`config.mk`:
```
export PLATFORM = sky130hd
export DESIGN_NAME = config_stream_sequencer
export DESIGN_NICKNAME = d
export VERILOG_FILES = /design/src/rtl/config_stream_sequencer_pkg.sv /design/src/rtl/config_stream_sequencer_cfg_word_skid.sv /design/src/rtl/config_stream_sequencer.sv
export SDC_FILE = /design/constraint.sdc
export NUM_CORES = 1
export LEC_CHECK = 0
export BUFFER_PORTS_ARGS = -buffer_cell sky130_fd_sc_hd__buf_4
export CAP_MARGIN = 20
export CORE_UTILIZATION = 57
export CTS_CLUSTER_SIZE = 10
export DETAILED_ROUTE_END_ITERATION = 8
export MAX_ROUTING_LAYER = met4
export PLACE_DENSITY = 0.76
export SKIP_CTS_REPAIR_TIMING = 1
export SLEW_MARGIN = 20
export SYNTH_ARGS = -nofsm -noshare
export SYNTH_HDL_FRONTEND = slang
export SYNTH_SLANG_ARGS = --single-unit
```
`constraint.sdc`:
```
create_clock -name wb_clk_i -period 3 [get_ports wb_clk_i]
set_input_delay 0.6 -clock wb_clk_i [delete_from_list [all_inputs] [get_ports wb_clk_i]]
set_output_delay 0.6 -clock wb_clk_i [all_outputs]
set_load 0.05 [all_outputs]
```
`src/rtl/config_stream_sequencer_pkg.sv`:
```
// Shared definitions for the configuration stream sequencer.
//   - sequencer FSM state encoding
//   - default chain count and word-count field width
//   - number of serial bits each chain receives per 32-bit word
package config_stream_sequencer_pkg;

    localparam int unsigned NCHAIN_DEF     = 4;
    localparam int unsigned LEN_W_DEF      = 8;
    localparam int unsigned BITS_PER_CHAIN = 8;

    typedef enum logic [2:0] {
        S_IDLE,
        S_WAIT,
        S_SHIFT,
        S_SET,
        S_DONE
    } state_e;

endpackage

```
`src/rtl/config_stream_sequencer_cfg_word_skid.sv`:
```
// One-entry holding buffer between the bitstream input and the shift register.
// Ports:
//   clk_i, rst_ni      clock, asynchronous active-low reset
//   flush_i            empties the buffer on the next edge
//   in_valid_i/in_ready_o/in_data_i     upstream handshake (ready = empty)
//   out_valid_o/out_ready_i/out_data_o  downstream handshake (valid = full)
module cfg_word_skid
    import config_stream_sequencer_pkg::*;
#(
    parameter int unsigned DATA_W = NCHAIN_DEF * BITS_PER_CHAIN
) (
    input  logic              clk_i,
    input  logic              rst_ni,
    input  logic              flush_i,
    input  logic              in_valid_i,
    output logic              in_ready_o,
    input  logic [DATA_W-1:0] in_data_i,
    output logic              out_valid_o,
    input  logic              out_ready_i,
    output logic [DATA_W-1:0] out_data_o
);

    logic              full_q, full_d;
    logic [DATA_W-1:0] data_q, data_d;
    logic              accept, drain;

    assign in_ready_o  = ~full_q;
    assign out_valid_o = full_q;
    assign out_data_o  = data_q;
    assign accept      = in_valid_i & in_ready_o;
    assign drain       = full_q & out_ready_i;

    // A drain and a fill in the same cycle leave the buffer full with the
    // new word, so nothing is lost or duplicated.
    always_comb begin
        full_d = full_q;
        data_d = data_q;
        if (drain) begin
            full_d = 1'b0;
        end
        if (accept) begin
            full_d = 1'b1;
            data_d = in_data_i;
        end
        if (flush_i) begin
            full_d = 1'b0;
        end
    end

    always_ff @(posedge clk_i or negedge rst_ni) begin
        if (!rst_ni) begin
            full_q <= 1'b0;
            data_q <= '0;
        end else begin
            full_q <= full_d;
            data_q <= data_d;
        end
    end

endmodule

```
`src/rtl/config_stream_sequencer.sv`:
```
// Streams 32-bit bitstream words into NCHAIN serial configuration chains
// (byte k of each word feeds chain k, LSB first), then strobes the chain
// latches and pulses done.
// Ports:
//   wb_clk_i, wb_rst_ni   clock, asynchronous active-low reset
//   start_i, len_i        begin a run of len_i words (ignored while busy)
//   abort_i               terminate the current run at once
//   word_valid_i/word_ready_o/word_data_i   bitstream word handshake
//   busy_o, done_o        run in progress / one-cycle completion pulse
//   words_done_o          words fully shifted in the current or last run
//   cen_o, shift_out, set_out   chain clock enable, serial data, latch strobe
module config_stream_sequencer
    import config_stream_sequencer_pkg::*;
#(
    parameter int unsigned NCHAIN = NCHAIN_DEF,
    parameter int unsigned LEN_W  = LEN_W_DEF
) (
    input  logic              wb_clk_i,
    input  logic              wb_rst_ni,
    input  logic              start_i,
    input  logic [LEN_W-1:0]  len_i,
    input  logic              abort_i,
    input  logic              word_valid_i,
    input  logic [31:0]       word_data_i,
    output logic              word_ready_o,
    output logic              busy_o,
    output logic              done_o,
    output logic [LEN_W-1:0]  words_done_o,
    output logic              cen_o,
    output logic [NCHAIN-1:0] shift_out,
    output logic [NCHAIN-1:0] set_out
);

    localparam int unsigned IDX_W = $clog2(BITS_PER_CHAIN);

    state_e            state_q, state_d;
    logic [LEN_W-1:0]  len_q, len_d;
    logic [LEN_W-1:0]  acc_q, acc_d;
    logic [LEN_W-1:0]  wdone_q, wdone_d;
    logic [IDX_W-1:0]  idx_q, idx_d;
    logic [31:0]       shreg_q, shreg_d;

    logic              buf_valid, buf_ready, skid_in_ready;
    logic [31:0]       buf_data;
    logic              accept, last_bit, last_word;
    logic [LEN_W:0]    wdone_inc;
    logic [31:0]       shreg_win;

    assign busy_o       = (state_q != S_IDLE);
    assign word_ready_o = busy_o & skid_in_ready & (acc_q < len_q) & ~abort_i;
    assign accept       = word_valid_i & word_ready_o;
    assign last_bit     = (idx_q == IDX_W'(BITS_PER_CHAIN - 1));
    // One bit wider than the counters so len = 2^LEN_W-1 compares without wrap.
    assign wdone_inc    = {1'b0, wdone_q} + {{LEN_W{1'b0}}, 1'b1};
    assign last_word    = (wdone_inc == {1'b0, len_q});
    // Buffer drains into the shift register from WAIT, or back-to-back at the
    // end of a word that is not the last one.
    assign buf_ready    = (state_q == S_WAIT) |
                          ((state_q == S_SHIFT) & last_bit & ~last_word);
    assign words_done_o = wdone_q;
    assign shreg_win    = shreg_q >> idx_q;

    cfg_word_skid #(
        .DATA_W (32)
    ) u_skid (
        .clk_i       (wb_clk_i),
        .rst_ni      (wb_rst_ni),
        .flush_i     (abort_i),
        .in_valid_i  (accept),
        .in_ready_o  (skid_in_ready),
        .in_data_i   (word_data_i),
        .out_valid_o (buf_valid),
        .out_ready_i (buf_ready),
        .out_data_o  (buf_data)
    );

    always_comb begin
        state_d = state_q;
        len_d   = len_q;
        acc_d   = acc_q;
        wdone_d = wdone_q;
        idx_d   = idx_q;
        shreg_d = shreg_q;

        if (accept) begin
            acc_d = acc_q + LEN_W'(1);
        end

        // Abort overrides everything: all run state is held, only the FSM
        // returns to IDLE (the buffer is flushed inside the skid).
        if (abort_i) begin
            state_d = S_IDLE;
            acc_d   = acc_q;
        end else begin
            case (state_q)
                S_IDLE: begin
                    if (start_i) begin
                        len_d   = len_i;
                        acc_d   = '0;
                        wdone_d = '0;
                        state_d = (len_i != '0) ? S_WAIT : S_DONE;
                    end
                end
                S_WAIT: begin
                    if (buf_valid) begin
                        shreg_d = buf_data;
                        idx_d   = '0;
                        state_d = S_SHIFT;
                    end
                end
                S_SHIFT: begin
                    idx_d = idx_q + IDX_W'(1);
                    if (last_bit) begin
                        wdone_d = wdone_inc[LEN_W-1:0];
                        if (last_word) begin
                            state_d = S_SET;
                        end else if (buf_valid) begin
                            shreg_d = buf_data;
                            idx_d   = '0;
                        end else begin
                            state_d = S_WAIT;
                        end
                    end
                end
                S_SET:   state_d = S_DONE;
                S_DONE:  state_d = S_IDLE;
                default: state_d = S_IDLE;
            endcase
        end
    end

    always_comb begin
        cen_o     = 1'b0;
        done_o    = 1'b0;
        shift_out = '0;
        set_out   = '0;
        case (state_q)
            S_SHIFT: begin
                cen_o = 1'b1;
                for (int k = 0; k < NCHAIN; k++) begin
                    shift_out[k] = shreg_win[k*BITS_PER_CHAIN];
                end
            end
            S_SET: begin
                cen_o   = 1'b1;
                set_out = '1;
            end
            S_DONE:  done_o = 1'b1;
            default: ;
        endcase
    end

    always_ff @(posedge wb_clk_i or negedge wb_rst_ni) begin
        if (!wb_rst_ni) begin
            state_q <= S_IDLE;
            len_q   <= '0;
            acc_q   <= '0;
            wdone_q <= '0;
            idx_q   <= '0;
            shreg_q <= '0;
        end else begin
            state_q <= state_d;
            len_q   <= len_d;
            acc_q   <= acc_d;
            wdone_q <= wdone_d;
            idx_q   <= idx_d;
            shreg_q <= shreg_d;
        end
    end

endmodule

```
==> results.py <==
metrics = {
    "run_status": {
        "status": "finished, final reports clean",
    },
    "setup_path": {
        "crit_type": "flip-flop to primary output",
        "crit_top_cell": "a21oi_1",
        "path_max_fanout": 2,
        "arrival_ps": 2180,
        "startpoint_type": "flip-flop",
        "cp-end-kind": "primary output",
        "cp_slowest_cell": "dfrtp_1",
        "cp.required_ps": 2400,
        "crit_chain": "inv_1 > ha_1 > a211o_1 > a21oi_1 > o21ai_0 > a21oi_1 > buf_4",
        "max_stage_delay_ps": 380,
    },
    "cts": {
        "clk_pin_slew_ps": 100,
        "tritoncts": "yes",
        "clk_latency_ps": 370,
        "root_buffer": "clkbuf_8",
        "clock_path_buffers": 2,
        "cts-buffers-inserted": 9,
        "htreeDepth": 3,
        "clock_sinks": 95,
    },
    "floorplanning": {
        "core_um2": 7807,
        "num_io_pins": 65,
        "start_util": 0.5942,
        "rows": 32,
        "die_x_um": 92.22,
        "die_area_um2": 8505,
        "die_y_um": 92.22,
    },
    "power_and_ir_drop": {
        "p_sw_frac": 0.3276,
        "irDropWorstVdd_uv": 470.0,
        "leakage_nw": 2.548,
        "power_frac_comb": 0.318,
        "p_switching_mw": 1.374,
        "power_frac_seq": 0.500,
        "clkPwrFrac": 0.182,
        "p_per_area_nw_per_um2": 775.3,
        "p_int_mw": 2.819,
    },
    "logic_synthesis": {
        "post_synth_fa_ha_maj_area_fraction": 0.02967,
        "synth_top_area_frac": 0.5124,
        "synth_nets": 445,
        "yosys.area_share.simple": 0.1127,
        "synth_flop_cell": "dfrtp_1",
        "synthArstFlopShare": 1.000,
        "synth-seq-area-share": 0.5124,
        "synth_top_family_by_area": "multiplexers",
        "syn-cell-area_um2": 4639,
        "synthMostInstantiatedCell": "dfrtp_1",
        "synth_top_cell_by_area": "dfrtp_1",
        "muxShareOfSynthArea": 0.2117,
        "postSynthCellCount": 389,
        "ys_ff_latch": 95,
        "synth_edf_count": 0,
        "synth_area_leaders": "dfrtp_1, mux2_2, mux4_2, nand2_1, ha_1",
        "synth_compound_area_frac": 0.08549,
        "syn_avg_cell_area_um2": 11.93,
        "yosysUniqueCellTypes": 57,
        "synthXorXnorAreaFrac": 0.01510,
        "synth_commonest_cells": "dfrtp_1, mux2_2, nand2_1, o21ai_0, nor2_1",
        "yosysWarnings": 0,
    },
    "cells_and_area": {
        "synthToLayoutAreaGrowth_pct": 16.56,
        "finalNetCount": 510,
        "fin_util": 0.6926,
        "seq_area_um2": 2377,
        "drive_gt1_frac": 0.3537,
        "fill_cells": 598,
        "antenna_cells": 0,
        "multi_input_area_um2": 2117,
    },
    "timing": {
        "grt_setup_unrepaired": "false",
        "hold_viol": 0,
        "fin_setup_tns_ps": 0,
        "hold_ws_ps": 286.4,
        "post-route-period-util": 0.9272,
        "setup_violations": 0,
        "slew_headroom": 0.5014,
        "slew_viol_final": 0,
        "finClkSkew_ps": 11.64,
        "max_freq_ghz": 0.3595,
        "layout_min_cycle_time_ps": 2782,
        "tightest_slew_ps": 747.9,
    },
    "placement": {
        "dp_hpwl_um": 6512,
        "place_congestion": 0.8643,
        "portBuffers": 64,
    },
    "detailed_routing": {
        "drtPass1Iterations": 4,
        "drc": 0,
        "wl_per_cell_um": 16.43,
        "num_vias": 3229,
        "drt_iter0_markers": 142,
        "drt-total-wl_um": 9203,
        "drtAntennaViolNets": 0,
        "viasPerCell": 5.766,
    },
    "run": {
        "cap_violations": 0,
    },
    "global_route": {
        "overflow": 0,
        "grt_pass1_wl_um": 15820,
        "grt_max_degree": 62,
        "grt.total_usage": 0.2490,
        "grt_pass1_vias": 3284,
        "antenna_found_initial": 0,
    },
    "hold_path": {
        "hold_path_class": "primary input to asynchronous set/reset pin",
    },
}
==> metal layers <==
layer / global-route usage / vias up / part of all wire
met4: 0.09375 / 0 / 0.015
li1: - / 1532 / -
met5: - / - / 0
met1: 0.3318 / 1620 / 0.46
met3: 0.03648 / 15 / 0.031
met2: 0.3905 / 62 / 0.49
==> power groups by stage <==
stage	Combinational, mW	Clock, mW	Sequential [mW]
after global placement	1.29	0	2.09
after global routing	1.48	0.829	2.16
after CTS	1.35	0.781	2.10
final	1.34	0.763	2.09
after floorplan	1.07	0	1.98
after detailed placement	1.34	0	2.12
==> metrics by stage <==
stage | total power [mW] | instance area (µm²) | cells | worst slack [ps]
floorplan | 3.047 | 4639 | 389 | 218.8
global placement | 3.380 | 5236 | 545 | 563.9
detailed placement | 3.465 | 5236 | 545 | 453.2
CTS | 4.230 | 5408 | 560 | 194.8
global route | 4.473 | 5408 | 560 | 107.8
finish | 4.193 | 5408 | 560 | 218.4
==> cell usage in the layout, fill, tap and decap left out, types with 2 or more instances in the layout <==
cell        Yosys  layout
dfrtp_1        95      95
buf_4           3      71
mux2_2         59      59
nand2_1        40      40
o21ai_0        21      21
nor2_1         16      16
a21oi_1        12      12
inv_1          11      11
nand3_1        11      11
ha_1           11      11
clkbuf_8        0       9
mux4_2          8       8
nand2b_1        7       7
mux2i_1         7       7
mux2_1          6       6
nor3_1          5       5
xnor2_1         5       5
nand4_1         4       4
and3_1          4       4
nor2b_1         3       3
nor3b_1         3       3
xor2_1          3       3
nand3b_1        3       3
a211o_1         2       2
o221ai_1        2       2
or4_1           2       2
o41ai_1         2       2
a31o_2          2       2
clkinvlp_4      0       2
buf_12          0       2
==> worst max-delay path: cells and delay by family (launching register included) <==
family / cells / cell delay (ps)
buffers and inverters: 2 / 300
flip-flops: 1 / 380
adder cells (fa/ha/maj): 1 / 320
AO/OA/AOI/OAI: 4 / 820
==> state kept, by name (all words and copies together) (netlist names) <==
register,cells
words_done_o,8
acc_q,8
shreg_q,32
idx_q,3
u_skid.out_data_o,32
len_q,8
u_skid.out_valid_o,1
state_q,3
==> worst paths after layout <==
path / startpoint / end / slack (ps) / cells after the start
hold reg to reg: u_skid.out_data_o[16]$_DFFE_PN0P_ / shreg_q[16]$_DFFE_PN0P_ / 500 / 1
hold / removal: wb_rst_ni / u_skid.out_data_o[10]$_DFFE_PN0P_ / 290 / 1
setup reg to reg: words_done_o[2]$_DFFE_PN0P_ / shreg_q[3]$_DFFE_PN0P_ / 350 / 7
max in group asynchronous: wb_rst_ni / acc_q[6]$_DFFE_PN0N_ / 2030 / 2
setup / recovery: len_q[3]$_DFFE_PN0P_ / word_ready_o / 220 / 7
min in group wb_clk_i: len_i[0] / len_q[0]$_DFFE_PN0P_ / 450 / 3
==> layout make-up <==
cell class	count	area share
Clock buffer	10	0.02360
Clock inverter	5	0.008098
Inverter	11	0.007635
Multi-Input combinational cell	264	0.3915
Sequential cell	95	0.4396
Tap cell	102	0.02360
Timing Repair Buffer	73	0.1060
==> kinds of logic after synthesis <==
family          Yosys count
buf+inv                  30
flops                    95
simple gates            106
mux                      80
compound gates           59
xor+xnor                  8
fa+ha+maj                11
Note: power is estimated with default switching activity, not from simulation.
